`src/rtl/arb_req_pkg.sv`:
```
// Shared state encodings and default sizing for the req/gnt requester agent.
package arb_req_pkg;

  localparam int LEN_W_DEF   = 4;
  localparam int DEPTH_DEF   = 4;
  localparam int TIMEOUT_DEF = 15;

  typedef enum logic [3:0] {
    ST_IDLE = 4'b0001,
    ST_REQ  = 4'b0010,
    ST_XFER = 4'b0100,
    ST_REL  = 4'b1000
  } state_t;

endpackage

```
`src/rtl/arb_req_fifo.sv`:
```
// Job-length FIFO for the requester: synchronous, power-of-two depth, head visible combinationally.
module arb_req_fifo #(
  parameter int WIDTH = 4,
  parameter int DEPTH = 4
) (
  input  logic             clk,
  input  logic             rst,
  input  logic             push,
  input  logic [WIDTH-1:0] wdata,
  input  logic             pop,
  output logic [WIDTH-1:0] rdata,
  output logic             full,
  output logic             empty
);

  localparam int PTR_W = $clog2(DEPTH);
  localparam logic [PTR_W:0] FULL_CNT = (PTR_W + 1)'(DEPTH);

  logic [WIDTH-1:0] mem [DEPTH];
  logic [PTR_W-1:0] wr_ptr;
  logic [PTR_W-1:0] rd_ptr;
  logic [PTR_W:0]   count;
  logic             do_push;
  logic             do_pop;

  // A pop frees the slot the simultaneous push needs, so push is legal when full if popping.
  assign do_pop  = pop && !empty;
  assign do_push = push && (!full || do_pop);

  assign full  = (count == FULL_CNT);
  assign empty = (count == '0);
  assign rdata = mem[rd_ptr];

  always_ff @(posedge clk) begin
    if (rst) begin
      wr_ptr <= '0;
      rd_ptr <= '0;
      count  <= '0;
    end else begin
      if (do_push) wr_ptr <= wr_ptr + 1'b1;
      if (do_pop)  rd_ptr <= rd_ptr + 1'b1;
      case ({do_push, do_pop})
        2'b10:   count <= count + 1'b1;
        2'b01:   count <= count - 1'b1;
        default: count <= count;
      endcase
    end
  end

  always_ff @(posedge clk) begin
    if (do_push) mem[wr_ptr] <= wdata;
  end

endmodule

```
`src/rtl/arb_requester.sv`:
```
// Client-side agent for the two-requester arbiter: queues jobs, requests the bus,
// issues a counted burst while granted, then releases and waits for the grant to drop.
module arb_requester
  import arb_req_pkg::*;
#(
  parameter int LEN_W   = LEN_W_DEF,
  parameter int DEPTH   = DEPTH_DEF,
  parameter int TIMEOUT = TIMEOUT_DEF
) (
  input  logic             clk,
  input  logic             rst,
  input  logic             job_valid,
  input  logic [LEN_W-1:0] job_len,
  output logic             job_ready,
  output logic             req,
  input  logic             gnt,
  output logic             beat,
  output logic [LEN_W-1:0] beat_idx,
  output logic             last,
  output logic             done,
  output logic             timeout,
  output logic             busy
);

  localparam int WAIT_W = $clog2(TIMEOUT + 1);
  localparam logic [WAIT_W-1:0] WAIT_LAST = WAIT_W'(TIMEOUT - 1);

  state_t           state_q, state_d;
  logic             req_q, req_d;
  logic             done_q, done_d;
  logic             timeout_q, timeout_d;
  logic [LEN_W-1:0] cnt_q, cnt_d;
  logic [WAIT_W-1:0] wait_q, wait_d;

  logic             fifo_push;
  logic             fifo_pop;
  logic             fifo_full;
  logic             fifo_empty;
  logic [LEN_W-1:0] head_len;

  assign job_ready = !fifo_full && !rst;
  assign fifo_push = job_valid && job_ready;

  arb_req_fifo #(
    .WIDTH (LEN_W),
    .DEPTH (DEPTH)
  ) u_fifo (
    .clk   (clk),
    .rst   (rst),
    .push  (fifo_push),
    .wdata (job_len),
    .pop   (fifo_pop),
    .rdata (head_len),
    .full  (fifo_full),
    .empty (fifo_empty)
  );

  // Burst outputs follow gnt combinationally so a mid-burst grant gap stalls the same cycle.
  assign beat     = (state_q == ST_XFER) && gnt;
  assign beat_idx = cnt_q;
  assign last     = beat && (cnt_q == head_len);
  assign req      = req_q;
  assign done     = done_q;
  assign timeout  = timeout_q;
  assign busy     = (state_q != ST_IDLE) || !fifo_empty;

  always_ff @(posedge clk) begin
    if (rst) begin
      state_q   <= ST_IDLE;
      req_q     <= 1'b0;
      done_q    <= 1'b0;
      timeout_q <= 1'b0;
      cnt_q     <= '0;
      wait_q    <= '0;
    end else begin
      state_q   <= state_d;
      req_q     <= req_d;
      done_q    <= done_d;
      timeout_q <= timeout_d;
      cnt_q     <= cnt_d;
      wait_q    <= wait_d;
    end
  end

  // A grant seen on the final wait cycle beats the timeout; a timed-out job stays queued.
  always_comb begin
    state_d   = state_q;
    req_d     = req_q;
    done_d    = 1'b0;
    timeout_d = 1'b0;
    cnt_d     = cnt_q;
    wait_d    = wait_q;
    fifo_pop  = 1'b0;
    case (state_q)
      ST_IDLE: begin
        if (!fifo_empty) begin
          state_d = ST_REQ;
          req_d   = 1'b1;
          wait_d  = '0;
        end
      end
      ST_REQ: begin
        if (gnt) begin
          state_d = ST_XFER;
          cnt_d   = '0;
        end else if (wait_q == WAIT_LAST) begin
          state_d   = ST_REL;
          req_d     = 1'b0;
          timeout_d = 1'b1;
        end else begin
          wait_d = wait_q + 1'b1;
        end
      end
      ST_XFER: begin
        if (gnt) begin
          if (cnt_q == head_len) begin
            state_d  = ST_REL;
            req_d    = 1'b0;
            done_d   = 1'b1;
            fifo_pop = 1'b1;
          end else begin
            cnt_d = cnt_q + 1'b1;
          end
        end
      end
      ST_REL: begin
        if (!gnt) state_d = ST_IDLE;
      end
      default: begin
        state_d = ST_IDLE;
        req_d   = 1'b0;
      end
    endcase
  end

endmodule

```
`config.mk`:
```
export PLATFORM = sky130hd
export DESIGN_NAME = arb_requester
export DESIGN_NICKNAME = d
export VERILOG_FILES = /design/src/rtl/arb_req_pkg.sv /design/src/rtl/arb_req_fifo.sv /design/src/rtl/arb_requester.sv
export SDC_FILE = /design/constraint.sdc
export NUM_CORES = 1
export LEC_CHECK = 0
export BUFFER_PORTS_ARGS = -buffer_cell sky130_fd_sc_hd__buf_2
export CORE_MARGIN = 2
export CORE_UTILIZATION = 58
export DETAILED_ROUTE_END_ITERATION = 8
export GPL_ROUTABILITY_DRIVEN = 0
export PLACE_DENSITY_LB_ADDON = 0.15
export SLEW_MARGIN = 20
export SYNTH_ARGS = -nofsm -noshare
export SYNTH_HDL_FRONTEND = slang
export SYNTH_SLANG_ARGS = --single-unit
```
`constraint.sdc`:
```
create_clock -name clk -period 3.1 [get_ports clk]
set_input_delay 0.62 -clock clk [delete_from_list [all_inputs] [get_ports clk]]
set_output_delay 0.62 -clock clk [all_outputs]
set_load 0.02 [all_outputs]
```
==> flow_metrics.env, run 1 <==
export IMPL_setup_tns_ns=0
export IMPL_clock_fmax_mhz=355
export IMPL_ant_nets=0
export IMPL_initial_core_util_pct=62.4
export IMPL_vdd_drop_max_v=0.000300
export IMPL_cts_tree="yes"
export IMPL_rows=20
export IMPL_setup_viol=0
export IMPL_synth_main_ff_cell="dfxtp_1"
export IMPL_critPathCaptureType="flip-flop"
export IMPL_final_seq_area_um2=962
export IMPL_clkSinkCount=40
export IMPL_yosysUniqueCellTypes=39
export IMPL_die_area_um2=3820
export IMPL_post_route_cell_area_um2=2160
export IMPL_finalWirelength_um=3770
export IMPL_hold_viol=0
export IMPL_crit_type="reg -> reg"
export IMPL_min_path_type="in -> reg"
export IMPL_cts_max_path_buffers=2
export IMPL_dp_cells=247
export IMPL_crit_path_end="u_fifo.count[2]"
export IMPL_coreArea_um2=3100
export IMPL_nFillCells=255
export IMPL_hold_ws_ns=0.501
export IMPL_critical_path_arrival_ns=3.08
export IMPL_crit_fanout=4
export IMPL_die_h_um=61.8
export IMPL_viasPerCell=5.82
export IMPL_drv_cap=0
export IMPL_synth_top_cell_by_area="dfxtp_1"
export IMPL_synthCells=187
export IMPL_final_common_cell="dfxtp_1"
export IMPL_dp_hpwl_um=2780
export IMPL_ys_seq_area_share_pct=49.6
export IMPL_max_slew_margin_pct=72.0
export IMPL_ys_warnings_count=0
export IMPL_grt_max_degree=24
export IMPL_cts_buffers=5
export IMPL_cp_start_kind="flip-flop"
export IMPL_syn_area_um2=1940
export IMPL_synthTopCellsByArea="dfxtp_1 (25%), edfxtp_1 (25%), ha_1 (5.2%), a21oi_1 (3.6%), mux2i_1 (3.6%)"
export IMPL_first_global_vias=1364
export IMPL_synth_edff_count=16
export IMPL_vias=1484
export IMPL_io_buffers=18
export IMPL_routedWlPerCell_um=14.8
export IMPL_synth_seq_cells=40
export IMPL_post_cts_buffers=0
export IMPL_die_width_um=61.8
export IMPL_slew_violations=0
export IMPL_period_minus_slack_ns=2.82
export IMPL_placed_area_um2=2090
export IMPL_finalCritPeriodShare_pct=90.9
export IMPL_io_pins=19
export IMPL_worst_slew_pin_slew_ns=0.418
export IMPL_htreeDepth=2
export IMPL_drt_first_pass_iters=5
export IMPL_multiInputGateArea_um2=910
export IMPL_rsz0062_at_grt="no"
export IMPL_syn_nets=204
export IMPL_async_reset_ff_share_pct=0
export IMPL_initialDrtViolationCount=92
export IMPL_status="completed"
export IMPL_grt_total_usage_pct=22.1
export IMPL_synth_top_area_share_pct=24.8
export IMPL_p_leak_nw=0.828
export IMPL_cts_root_buf="clkbuf_4"
export IMPL_nets=227
export IMPL_clkLatencyLatePin_ns=0.33
export IMPL_antenna_found_initial=0
export IMPL_synth_area_per_cell_um2=10.4
export IMPL_grt_overflow=0
export IMPL_syn2layout_area_growth_pct=11.8
export IMPL_r2r_cells=10
export IMPL_reg2reg_slack_ns=0.28
export IMPL_drcViolationCount=0
export IMPL_grt_first_pass_wirelength_um=6070
export IMPL_n_antenna_cell=0
export IMPL_skew_ns=0.0103
export IMPL_cts_clk_slew_worst_paths_ns=0.12
export IMPL_layout_common_cells="dfxtp_1 (23), buf_2 (18), edfxtp_1 (16)"
export IMPL_power_density_nw_per_um2=466
export IMPL_timing_rr_end="u_fifo.count[2]"
export IMPL_required_ns=3.36
export IMPL_fin_cells=255
export IMPL_drive_above_1_share_pct=14.7
[sequential cells by signal, summed over array words and instances (netlist names), named ones only]
name and flops:
u_fifo.mem 16, beat_idx 4, state_q 4, wait_q 4, u_fifo.count 3, u_fifo.rd_ptr 2, u_fifo.wr_ptr 2, done 1
req 1, timeout 1
[per-stage QoR]
| step | util (%) | worst slack, ns | total power, mW |
|---|---|---|---|
| global placement | 67.3 | 0.365 | 0.687 |
| CTS | 69.7 | 0.201 | 1.02 |
| detailed placement | 67.3 | 0.265 | 0.692 |
| floorplan | - | 0.234 | 0.659 |
| finish | 69.8 | 0.282 | 1.01 |
| global route | 69.8 | 0.0689 | 1.05 |
[cell usage after synthesis, types with 2 or more instances]
library cell  number
a21oi_1           14
a311oi_1           4
a31oi_1            4
and2_1             3
and3_1             6
clkbuf_1           5
dfxtp_1           24
edfxtp_1          16
ha_1               8
inv_1              9
mux2i_1            7
mux4_1             2
nand2_1           15
nand2b_1           6
nand3_1            3
nand3b_1           3
nor2_1            15
nor3_1             7
nor4_1             3
o21bai_1           2
o31ai_1            3
or3_1              3
or4_1              2
xnor2_1            5
xor2_1             4
[worst min path at each step]
stage	slack, ns	cells after the start	endpoint	start
final	0.50	1	u_fifo.mem[2][1]	job_len[1]
after global routing	0.50	1	u_fifo.mem[1][0]	job_len[0]
after global placement	0.49	1	wait_q[3]	wait_q[3]
after floorplan	0.45	2	flip-flop	u_fifo.rd_ptr[1]
after CTS	0.49	1	u_fifo.mem[1][3]	job_len[3]
after detailed placement	0.49	2	u_fifo.rd_ptr[1]	u_fifo.rd_ptr[1]
[layer usage]
layer	vias to the layer above	GRT usage (%)	routed length, um
li1	730	-	-
met1	710	28.9	1620
met2	40	36.8	1890
met3	4	4.76	224
met4	0	6.99	36
met5	-	0	0
[where the power goes]
part           total (mW)  internal [mW]  switching (mW)
Sequential          0.576          0.561          0.0146
Combinational       0.105         0.0415          0.0635
Clock               0.328          0.169           0.158
[timing repair]
action	4_1_cts	5_1_grt
gates resized for setup	0	1
endpoints found under the setup margin	0	1
hold buffers	0	0
[kinds of logic after synthesis]
kind of cell               share of synthesized area [%]
AOI/OAI and AO/OA                                   12.0
xor gates and xnor gates                            4.07
adders and majority gates                           6.21
buffers and inverters                               3.36
DFF                                                 49.6
muxes                                               6.33
and+or+nand+nor                                     18.4
[critical path, stage by stage (launching register included)]
cell,delay [ns]
dfxtp_2,0.38
mux4_1,0.58
xnor2_1,0.15
o211ai_1,0.13
nor3_1,0.17
ha_1,0.21
inv_1,0.07
fa_1,0.43
xor2_1,0.15
or3_1,0.32
a21oi_1,0.15
[final cells by class]
cell class | instances | area share [%]
inverters | 9 | 1.56
multi-input cells | 131 | 42.0
clock buffers | 6 | 1.91
flip-flops and latches | 40 | 44.5
repair buffers | 23 | 5.90
clock inverters | 2 | 1.62
well taps | 44 | 2.54
(Power assumes the default switching activity.)
==> run 2, diff against run 1 <==
--- a/config.mk
+++ b/config.mk
@@ -7,7 +7,7 @@
 export LEC_CHECK = 0
 export BUFFER_PORTS_ARGS = -buffer_cell sky130_fd_sc_hd__buf_2
 export CORE_MARGIN = 2
-export CORE_UTILIZATION = 58
+export CORE_UTILIZATION = 30
 export DETAILED_ROUTE_END_ITERATION = 8
 export GPL_ROUTABILITY_DRIVEN = 0
 export PLACE_DENSITY_LB_ADDON = 0.15
==> run 2 against run 1 <==
Critical endpoint unchanged. Sequential share of layout area is 1.8 points lower. Design area is 4.2% higher. Via count fell by 4.6%. Largest cell class unchanged.
==> flow_metrics.env, run 2 (same netlist as run 1, synthesis figures left out) <==
export IMPL_status="completed"
export IMPL_cts_hold_buf=0
export IMPL_min_path_type="reg -> reg"
export IMPL_crit_fanout=4
export IMPL_worst_slew_pin_slew_ns=0.430
export IMPL_period_minus_slack_ns=2.83
export IMPL_vdd_drop_max_v=0.000191
export IMPL_required_ns=3.33
export IMPL_r2r_cells=10
export IMPL_coreArea_um2=6280
export IMPL_setup_viol=0
export IMPL_utilization_pct=35.9
export IMPL_die_width_um=84.3
export IMPL_power_density_nw_per_um2=499
export IMPL_io_pins=19
export IMPL_met3_usage_pct=3.44
export IMPL_io_buffers=18
export IMPL_viasPerCell=4.91
export IMPL_skew_ns=0.00856
export IMPL_finalCritPeriodShare_pct=91.4
export IMPL_die_h_um=84.3
export IMPL_drcViolationCount=0
export IMPL_routedWlPerCell_um=13.2
export IMPL_ant_nets=0
export IMPL_timing_rr_end="u_fifo.count[2]"
export IMPL_clkLatencyLatePin_ns=0.29
export IMPL_place_worst_setup_slack_ns=0.186
export IMPL_initialDrtViolationCount=80
export IMPL_regMostFlops="u_fifo.mem"
export IMPL_rows=29
export IMPL_htreeDepth=2
export IMPL_setup_tns_ns=0
export IMPL_cts_resized=0
export IMPL_worstHoldStart="u_fifo.rd_ptr[1]"
export IMPL_fin_cells=288
export IMPL_grt_overflow=0
export IMPL_cts_root_buf="clkbuf_8"
export IMPL_grt_max_degree=24
export IMPL_cp_start_kind="flip-flop"
export IMPL_critPathCaptureType="flip-flop"
export IMPL_dp_cells=280
export IMPL_n_antenna_cell=0
export IMPL_finalWorstSetupSlack_ns=0.265
export IMPL_hold_viol=0
export IMPL_top_usage_layer="met2"
export IMPL_nets=227
export IMPL_drv_cap=0
export IMPL_layout_common_cells="dfxtp_1 (24), buf_2 (18), edfxtp_1 (16)"
export IMPL_drt_first_pass_iters=4
export IMPL_grt_total_usage_pct=11.4
export IMPL_hold_path_depth=2
export IMPL_initial_core_util_pct=30.8
export IMPL_die_area_um2=7110
export IMPL_vias=1415
export IMPL_max_slew_margin_pct=71.2
export IMPL_clkSinkCount=40
export IMPL_grt_met2_usage_pct=16.9
export IMPL_finalWirelength_um=3820
export IMPL_final_common_cell="dfxtp_1"
export IMPL_post_cts_buffers=0
export IMPL_dp_hpwl_um=2870
export IMPL_clock_fmax_mhz=353
export IMPL_syn2layout_area_growth_pct=16.5
export IMPL_grt_first_pass_wirelength_um=6420
export IMPL_critical_path_arrival_ns=3.06
export IMPL_cts_max_path_buffers=2
export IMPL_p_leak_nw=0.846
export IMPL_first_global_vias=1327
export IMPL_slew_violations=0
export IMPL_largest_reg_flops=16
export IMPL_use_met1_pct=15.9
export IMPL_drive_above_1_share_pct=15.2
export IMPL_cts_clk_slew_worst_paths_ns=0.08
export IMPL_cts_buffers=5
export IMPL_rsz0062_at_grt="no"
export IMPL_cts_tree="yes"
export IMPL_antenna_found_initial=0
export IMPL_crit_type="reg -> reg"
export IMPL_reg2reg_slack_ns=0.27
==> run 2: cell counts in the layout (fill, tap and decap cells not counted) <==
Identical to the previous run, type by type.
==> run 2: critical path: stages (launching register included) <==
cell and delay [ns]:
dfxtp_1 0.41, mux4_1 0.61, xnor2_1 0.15, o211ai_1 0.13
nor3_2 0.18, ha_1 0.21, inv_1 0.07, fa_1 0.43
xor2_1 0.16, or3_1 0.30, a21oi_1 0.14
==> run 2: final cells by class <==
type,instances,area (um^2)
well taps,77,96.3
inverters,9,33.8
multi-input cells,131,915
clock inverters,2,38.8
repair buffers,23,128
flip-flops and latches,40,961
clock buffers,6,82.6
fillers,646,4020
==> run 2: through the flow <==
| stage | power [mW] | hold WS [ns] | area (um^2) |
|---|---|---|---|
| CTS | 1.14 | 0.496 | 2250 |
| detailed placement | 0.694 | 0.493 | 2130 |
| floorplan | 0.659 | 0.453 | 1940 |
| global route | 1.18 | 0.524 | 2250 |
| global placement | 0.695 | 0.486 | 2130 |
| finish | 1.12 | 0.492 | 2250 |
==> run 2: power by group <==
part           switching, mW  internal (mW)
logic                 0.0644         0.0414
clock network          0.180          0.263
registers             0.0141          0.561
==> run 2: worst max path at each step <==
stage               slack (ns)  depth (start not counted)              end
finish                    0.27                         10  u_fifo.count[2]
global route              0.07                         10  u_fifo.count[2]
CTS                       0.17                         10  u_fifo.count[2]
detailed placement        0.19                         10  u_fifo.count[2]
global placement          0.23                         10  u_fifo.count[2]
floorplan                 0.23                         11  u_fifo.count[2]
==> run 2: layer usage <==
metal / part of all wire, % / vias to the layer above
met2: 44 / 20
met4: 0.63 / 0
met5: 0 / -
met3: 2.9 / 2
met1: 53 / 660
li1: - / 733
